## src/rtl/seq_mult_hs.sv

```systemverilog
// Shift-add sequential multiplier with start/busy/done handshake.
// One partial product per clock. In signed mode the operand magnitudes are
// multiplied and the product sign is applied once, in the final state.
module seq_mult_hs #(
    parameter int WIDTH = 4
) (
    input  logic                 topclock,
    input  logic                 topreset,
    input  logic                 start,
    input  logic                 signed_mode,
    input  logic [WIDTH-1:0]     multa,
    input  logic [WIDTH-1:0]     multb,
    output logic                 busy,
    output logic                 done,
    output logic [2*WIDTH-1:0]   topout
);

    localparam int CW = $clog2(WIDTH + 1);

    typedef enum logic [1:0] {
        IDLE,
        CALC,
        FIN
    } state_t;

    state_t               state;
    logic [2*WIDTH-1:0]   acc;
    logic [2*WIDTH-1:0]   mag_a;   // shifted left one place per CALC cycle
    logic [WIDTH-1:0]     mag_b;   // shifted right one place per CALC cycle
    logic [CW-1:0]        cnt;
    logic                 neg;

    logic [WIDTH-1:0]     abs_a;
    logic [WIDTH-1:0]     abs_b;
    logic                 sign_a;
    logic                 sign_b;

    // Operand magnitudes; -2^(WIDTH-1) maps to 2^(WIDTH-1), which still fits unsigned
    always_comb begin
        sign_a = signed_mode & multa[WIDTH-1];
        sign_b = signed_mode & multb[WIDTH-1];
        abs_a  = sign_a ? (~multa + WIDTH'(1)) : multa;
        abs_b  = sign_b ? (~multb + WIDTH'(1)) : multb;
    end

    // Control FSM and datapath; all outputs are registered
    always_ff @(posedge topclock) begin
        if (topreset) begin
            state  <= IDLE;
            busy   <= 1'b0;
            done   <= 1'b0;
            topout <= '0;
            acc    <= '0;
            mag_a  <= '0;
            mag_b  <= '0;
            cnt    <= '0;
            neg    <= 1'b0;
        end else begin
            done <= 1'b0;
            case (state)
                IDLE: begin
                    if (start) begin
                        mag_a <= {{WIDTH{1'b0}}, abs_a};
                        mag_b <= abs_b;
                        neg   <= sign_a ^ sign_b;
                        acc   <= '0;
                        cnt   <= '0;
                        busy  <= 1'b1;
                        state <= CALC;
                    end
                end
                CALC: begin
                    // mag_a/mag_b are pre-shifted, so bit 0 of mag_b is magB[cnt]
                    // and mag_a equals magA << cnt
                    if (mag_b[0]) begin
                        acc <= acc + mag_a;
                    end
                    mag_a <= mag_a << 1;
                    mag_b <= mag_b >> 1;
                    cnt   <= cnt + CW'(1);
                    if (cnt == CW'(WIDTH - 1)) begin
                        state <= FIN;
                    end
                end
                FIN: begin
                    topout <= neg ? (~acc + (2*WIDTH)'(1)) : acc;
                    done   <= 1'b1;
                    busy   <= 1'b0;
                    state  <= IDLE;
                end
                default: begin
                    busy  <= 1'b0;
                    state <= IDLE;
                end
            endcase
        end
    end

endmodule

```

## config.mk

```make
export PLATFORM = sky130hd
export DESIGN_NAME = seq_mult_hs
export DESIGN_NICKNAME = d
export VERILOG_FILES = /design/src/rtl/seq_mult_hs.sv
export SDC_FILE = /design/constraint.sdc
export NUM_CORES = 1
export LEC_CHECK = 0
export ABC_AREA = 1
export CORE_MARGIN = 2
export CORE_UTILIZATION = 51
export DETAILED_ROUTE_END_ITERATION = 12
export GPL_TIMING_DRIVEN = 1
export HOLD_SLACK_MARGIN = 0.06
export PLACE_DENSITY = 0.73
export SLEW_MARGIN = 0
export SYNTH_ARGS = -nofsm -noshare
export SYNTH_HDL_FRONTEND = slang
export SYNTH_SLANG_ARGS = --single-unit
```

## constraint.sdc

```tcl
create_clock -name topclock -period 1.85 [get_ports topclock]
set_clock_uncertainty 0.2 [all_clocks]
set_input_delay 0.185 -clock topclock [delete_from_list [all_inputs] [get_ports topclock]]
set_output_delay 0.185 -clock topclock [all_outputs]
set_load 0.05 [all_outputs]
```

After elaboration in Yosys (flattened, before gate mapping):

Index checks and enable logic that the tools add are counted.

* logic and storage cells: 52
* input port bits: 12
* output and inout port bits: 10
* register bits: 36

* add/subtract/negate cells: 5
* eq/ne operators: 6
* multiplexer cells: 18
* bitwise gates (word level): 7
* reductions and logical operators: 7

Operators with widths (number)
* $mux W8: 4
* $pmux W8 S2: 2
* $mux W4: 3
* $add A4 B1 Y4 const B: 2
* $add A8 B1 Y8 const B: 1
* $add A8 B8 Y8: 1
* $not A4 Y4: 2
* $not A8 Y8: 1
* $pmux W4 S2: 1
* $reduce_and A2 Y1: 4
* $ne A2 B2 Y1 const B: 3
* $pmux W3 S2: 1
* $mux W2: 2
* $pmux W2 S2: 1
* $add A3 B1 Y3 const B: 1
* $eq A3 B2 Y1 const B: 1
* $mux W3: 1
* $reduce_and A3 Y1: 1
* $and A1 B1 Y1: 2
* $eq A2 B1 Y1 const B: 1
* $eq A2 B2 Y1 const B: 1
* $logic_not A2 Y1: 1
* $mux W1: 2
* $pmux W1 S2: 1
* other kinds (3): 3

Longest topological paths before layout:

Gate-level depths: netlist of the first run.

* word-level depth: 5
* depth in mapped cells: 9
* mapped depth without buffers: 9

Worst setup path before layout of the first run:

OpenSTA, ideal clock, no wires.

* path type: reg-to-reg
* start point: reg acc[0]
* end point: reg acc[6]
* data required time: 1.518 ns
* data arrival time: 1.318 ns
* clock period less this slack: 1.650 ns
* stages on the path, launching flop included: 9
* setup time: 0.132 ns
* slack: 0.200 ns
* buffers on the path: 0
* cell sequence: dfxtp_1 > ha_1 > fa_1 > nand2_1 > nand2_1 > nand3b_1 > nand3b_1 > nand3_1 > a21oi_1

* word-level cells in the longest chain between the ends: 3

Ends and longest elaborated chain
* start: declaration: line 27 `logic [2*WIDTH-1:0] acc;`
* start signal: assignment: line 76 `acc <= acc + mag_a;`
* $add A8 B8 Y8: line 76
* $mux W8: line 75 `if (mag_b[0]) begin`
* $pmux W8 S2: line 60 `case (state)`

Every way passes these cells. The select of a mux whose other input is x is not followed.
A chain may end at the register's enable or synchronous reset.

Worst setup path after layout of the first run:

* start point: reg topout[1]
* end point: out topout[1]

RTL lines
* start: declaration: line 15 `output logic [2*WIDTH-1:0] topout`
* start signal: assignment: line 86 `topout <= neg ? (~acc + (2*WIDTH)'(1)) : acc;`

No word-level cell between the ends.

==> results.json, run 1 <==
{
  "yosysSeqAreaShare": 0.368,
  "critPathArrivalTime_ns": 1.40,
  "clkPwrFrac": 0.371,
  "crit_path_max_incr_delay_ns": 0.79,
  "ctsHtreeMaxLevel": 2,
  "endpoint_kind": "output pin",
  "ys_ff_latch": 36,
  "rrSetupSlack_ns": 0.14,
  "drc_errors": 0,
  "nNetsFinal": 319,
  "via_per_inst": 5.06,
  "tightestPinTransition_ns": 0.486,
  "grt_max_degree": 15,
  "place_area_um2": 2220,
  "dr.pass1.iters": 4,
  "root_buffer": "clkbuf_8",
  "path_delay_family": "buffers and inverters",
  "p_int_mw": 1.21,
  "clk_pin_slew_worst_paths_ns": 0.07,
  "swShare": 0.247,
  "clkLatencyLatePin_ns": 0.29,
  "finalSetupViolations": 0,
  "grt_pass1_wl_um": 6590,
  "gp_congestion": 0.859,
  "min_to": "cnt[0]$_SDFFE_PP0P_",
  "pre_cts_slack_ns": 0.0736,
  "num_io_pins": 22,
  "fin_setup_tns_ns": 0,
  "multi_input_area_um2": 1070,
  "core_um2": 3690,
  "worstRegToRegCells": 9,
  "pwr-share-seq": 0.508,
  "yosysWarnings": 0,
  "holdWs_ns": 0.265,
  "hold_viol_final": 0,
  "antenna_found_initial": 0,
  "start_kind": "register",
  "fmax_mhz": 559,
  "final_layout_size_suffix_gt1_frac": 0.143,
  "cp_num_buf_inv": 1,
  "fillers": 354,
  "avgSynthCellArea_um2": 7.40,
  "die_width_um": 66.0,
  "dieArea_um2": 4360,
  "slew_viol_final": 0,
  "cts.sinks": 36,
  "leakagePower_nw": 1.04,
  "worst_slack_ns": 0.0601,
  "overflow": 0,
  "path_max_fanout": 2,
  "final_common_cell": "nand2_1",
  "netlist_instances": 265,
  "cp_data_required_time_ns": 1.46,
  "num_antenna_cells": 0,
  "grtUsageTotal": 0.197,
  "pwr-share-comb": 0.122,
  "ant_nets": 0,
  "synthDistinctLibCells": 31,
  "regArea_um2": 722,
  "power.switching_uw": 397,
  "wire_per_inst_um": 11.1,
  "worst_ir_drop_vdd_mv": 0.384,
  "r2r-start": "acc[0]$_SDFFE_PP0P_",
  "worstHoldStart": "cnt[0]$_SDFFE_PP0P_",
  "start_util": 0.532,
  "synth_area_leaders": "dfxtp_1 (37%), nand2_1 (14%), a21oi_1 (7.7%)",
  "finalCritPeriodShare": 0.968,
  "finalCriticalPeriod_ns": 1.79,
  "p_per_area_nw_per_um2": 688,
  "tritoncts": "done",
  "first_global_vias": 1577,
  "syn_to_final_growth_pct": 19.1,
  "r2r_end": "acc[6]$_SDFFE_PP0P_",
  "outcome": "finished clean",
  "hold_path.class": "reg -> reg",
  "drv_cap": 0,
  "yosys.area.top_type_share": 0.368,
  "total_power_mw": 1.61,
  "syn_area_um2": 1960,
  "drt_iter0_drc": 62,
  "row_count": 22,
  "yosys.area.top_type": "dfxtp_1",
  "path_cells": "clkdlybuf4s50_1",
  "hpwl_um": 2910,
  "grt_setup_unrepaired": "no",
  "syn_nets": 290,
  "final_area_um2": 2330,
  "vias": 1730,
  "crit_type": "reg -> out",
  "hold_buffers": 0,
  "port-buffer-count": 21,
  "cp_slowest_cell": "clkdlybuf4s50_1",
  "cts_buffer_depth": 2,
  "dieHeight_um": 66.0,
  "cts-buffers-inserted": 5,
  "hold_depth": 1,
  "slew_headroom": 0.675,
  "mostFrequentLayoutCells": "nand2_1 (71), dfxtp_1 (35), a21oi_1 (30)",
  "wl_um": 3800
}
==> power groups by stage <==
stage	registers [mW]	logic, mW	clock network (mW)
2_1_floorplan	0.837	0.127	0
3_3_place_gp	0.832	0.192	0
5_1_grt	0.819	0.219	0.639
3_5_place_dp	0.833	0.195	0
6_report	0.816	0.195	0.595
4_1_cts	0.815	0.196	0.617
==> stage by stage <==
| stage | utilization | cells |
|---|---|---|
| 6_report | 0.633 | 342 |
| 5_1_grt | 0.633 | 342 |
| 4_1_cts | 0.629 | 341 |
| 3_5_place_dp | 0.603 | 334 |
| 3_3_place_gp | 0.603 | 334 |
| 2_1_floorplan | - | 265 |
==> routing by layer <==
metal  wire, µm  GRT usage  share of wire
met3        137     0.0511          0.036
met1       1880      0.241           0.49
met4         47     0.0765          0.012
met2       1740      0.331           0.46
met5          0          0              0
==> sequential cells by signal (all words and copies together) (netlist names) <==
name	flops
neg	1
acc	8
cnt	3
state	2
mag_a	8
done	1
mag_b	4
topout	8
busy	1
==> cells in the mapped netlist <==
cell      number
a21oi_2        2
buf_6          2
nor3_1         2
or2_2          3
nor2_4         2
a21oi_4        1
nand3_1       14
a31oi_1        4
a21oi_1       30
o31ai_1        2
and2_1         1
nor2_1        14
nand2_4        2
fa_1           1
nor2_2         1
ha_1          12
xnor2_1        3
o211ai_1       2
o21ai_0       11
clkbuf_1       5
dfxtp_1       36
inv_1         28
nor2_8         1
o221ai_1       1
o22ai_1        1
inv_4          1
buf_4          1
nand3b_1       2
xor2_1         6
inv_2          3
nand2_1       71
==> timing repair <==
action,4_1_cts,5_1_grt
setup endpoints to repair,0,2
gates resized for setup,0,3
buffers inserted,0,1
==> worst max path at each step <==
stage | start | slack (ns) | cells after the start | to
2_1_floorplan | acc[0]$_SDFFE_PP0P_ | 0.20 | 8 | acc[6]$_SDFFE_PP0P_
3_3_place_gp | acc[0]$_SDFFE_PP0P_ | 0.15 | 9 | acc[6]$_SDFFE_PP0P_
3_5_place_dp | acc[0]$_SDFFE_PP0P_ | 0.07 | 9 | acc[6]$_SDFFE_PP0P_
4_1_cts | topout[0]$_SDFFE_PP0P_ | 0.05 | 1 | topout[0]
5_1_grt | topout[1]$_SDFFE_PP0P_ | 0.02 | 1 | topout[1]
6_report | topout[1]$_SDFFE_PP0P_ | 0.06 | 1 | topout[1]
==> area by class of cell <==
cell class              count  share of cell area
clock buffers               7              0.0413
multi-input cells         189               0.460
inverters                  32              0.0525
repair buffers             30               0.111
well taps                  48              0.0257
flip-flops and latches     36               0.309
==> cells by family (layout without fill, tap and decap cells) <==
| group | Yosys count | in the layout | share of synthesized area |
|---|---|---|---|
| DFF | 36 | 36 | 0.368 |
| xor gates and xnor gates | 9 | 9 | 0.0402 |
| and+or+nand+nor | 113 | 113 | 0.260 |
| buffers and inverters | 40 | 69 | 0.0874 |
| adders and majority gates | 13 | 13 | 0.0868 |
| AOI/OAI and AO/OA | 54 | 54 | 0.158 |
Power figures use the tool's default switching activity.
==> run 2, diff against run 1 <==
--- a/config.mk
+++ b/config.mk
@@ -6,6 +6,7 @@
 export NUM_CORES = 1
 export LEC_CHECK = 0
 export ABC_AREA = 1
+export CORE_ASPECT_RATIO = 0.7
 export CORE_MARGIN = 2
 export CORE_UTILIZATION = 51
 export DETAILED_ROUTE_END_ITERATION = 12
==> results.json, run 2 (same netlist as run 1, synthesis figures left out) <==
{
  "outcome": "finished clean",
  "cts.sinks": 36,
  "overflow": 0,
  "drv_cap": 0,
  "final_layout_size_suffix_gt1_frac": 0.143,
  "die_width_um": 78.1,
  "wire_per_inst_um": 11.5,
  "antenna_found_initial": 0,
  "clkLatencyLatePin_ns": 0.29,
  "place_area_um2": 2230,
  "worst_slack_ns": 0.0766,
  "dieHeight_um": 55.9,
  "clk_pin_slew_worst_paths_ns": 0.07,
  "cp_num_buf_inv": 1,
  "finalCriticalPeriod_ns": 1.77,
  "final_area_um2": 2330,
  "fmax_mhz": 564,
  "worstRegToRegCells": 9,
  "hpwl_um": 2980,
  "grt_setup_unrepaired": "no",
  "placed_cells": 335,
  "dr.pass1.iters": 4,
  "wl_um": 3950,
  "p_per_area_nw_per_um2": 680,
  "crit_path_max_incr_delay_ns": 0.79,
  "port-buffer-count": 21,
  "gp_congestion": 0.828,
  "crit_type": "reg -> out",
  "holdWs_ns": 0.269,
  "grt_util_met2": 0.302,
  "cp_data_required_time_ns": 1.46,
  "path_cells": "clkdlybuf4s50_1",
  "row_count": 18,
  "path_delay_family": "buffers and inverters",
  "ant_nets": 0,
  "endpoint_kind": "output pin",
  "grt_pass1_wl_um": 7040,
  "hold_viol_final": 0,
  "r2r_end": "acc[6]$_SDFFE_PP0P_",
  "drc_errors": 0,
  "drt_iter0_drc": 55,
  "core_um2": 3600,
  "use_met1": 0.281,
  "nNetsFinal": 318,
  "finalSetupViolations": 0,
  "hold_path.class": "reg -> reg",
  "use_met3": 0.0714,
  "ctsHtreeMaxLevel": 2,
  "tritoncts": "done",
  "grt_max_degree": 25,
  "busiest_layer": "met2",
  "rrSetupSlack_ns": 0.14,
  "cts-buffers-inserted": 5,
  "start_kind": "register",
  "finalCritPeriodShare": 0.959,
  "utilization": 0.647,
  "worstHoldStart": "cnt[0]$_SDFFE_PP0P_",
  "hold_depth": 1,
  "total_power_mw": 1.58,
  "critPathArrivalTime_ns": 1.39,
  "r2r-start": "acc[0]$_SDFFE_PP0P_",
  "pre_cts_slack_ns": 0.0577,
  "leakagePower_nw": 1.04,
  "final_common_cell": "nand2_1",
  "largestRegisters": "acc x8, mag_a x8, topout x8",
  "first_global_vias": 1602,
  "worst_ir_drop_vdd_mv": 0.454,
  "start_util": 0.544,
  "tightestPinTransition_ns": 0.493,
  "cts_buffer_depth": 2,
  "vias": 1722,
  "cp_slowest_cell": "clkdlybuf4s50_1",
  "mostFrequentLayoutCells": "nand2_1 (71), dfxtp_1 (35), a21oi_1 (30)",
  "grtUsageTotal": 0.207,
  "fillers": 334,
  "dieArea_um2": 4360,
  "syn_to_final_growth_pct": 18.9,
  "via_per_inst": 5.01,
  "fin_setup_tns_ns": 0,
  "slew_headroom": 0.670,
  "hold_buffers": 0,
  "num_io_pins": 22,
  "slew_viol_final": 0,
  "num_antenna_cells": 0,
  "root_buffer": "clkbuf_8",
  "finalNonFillerCells": 344,
  "path_max_fanout": 1,
  "min_to": "cnt[0]$_SDFFE_PP0P_"
}
## run 2: changes by cell type in the layout (fill, tap and decap cells not counted)
cell,before,now
buf_12,0,1
clkbuf_1,0,2
clkbuf_8,7,6
clkdlybuf4s50_1,14,12
## run 2: area by class of cell
| cell class | instances | area, µm² | area share |
|---|---|---|---|
| multi-input cells | 189 | 1070 | 0.461 |
| flip-flops and latches | 36 | 722 | 0.310 |
| repair buffers | 29 | 260 | 0.112 |
| inverters | 32 | 123 | 0.0526 |
| clock buffers | 8 | 90.1 | 0.0386 |
| well taps | 50 | 62.6 | 0.0268 |
## run 2: worst max-delay path by stage
stage                              from             endpoint  slack [ns]  cells after the start
floorplan           acc[0]$_SDFFE_PP0P_  acc[6]$_SDFFE_PP0P_        0.20                      8
global route        acc[0]$_SDFFE_PP0P_  acc[6]$_SDFFE_PP0P_        0.01                      9
CTS                 acc[0]$_SDFFE_PP0P_  acc[6]$_SDFFE_PP0P_        0.04                      9
finish                  done$_SDFF_PP0_                 done        0.08                      1
global placement    acc[0]$_SDFFE_PP0P_  acc[6]$_SDFFE_PP0P_        0.14                      9
detailed placement  acc[0]$_SDFFE_PP0P_  acc[6]$_SDFFE_PP0P_        0.06                      9
## run 2: per-layer routing
metal / up-vias / wire, µm
li1: 915 / -
met1: 763 / 2080
met2: 38 / 1570
met3: 6 / 229
met4: 0 / 68
met5: - / 0
## run 2: where the power goes
group / total, mW / leakage (nW) / switching, mW / internal (mW)
Clock: 0.572 / 0.0455 / 0.268 / 0.303
Combinational: 0.192 / 0.697 / 0.112 / 0.0795
Sequential: 0.821 / 0.293 / 0.0231 / 0.798
Total: 1.58 / 1.04 / 0.404 / 1.18
## run 2: repair_timing
action,CTS,global route
endpoints found under the setup margin,0,2
gates resized for setup,0,3
setup buffers,0,1
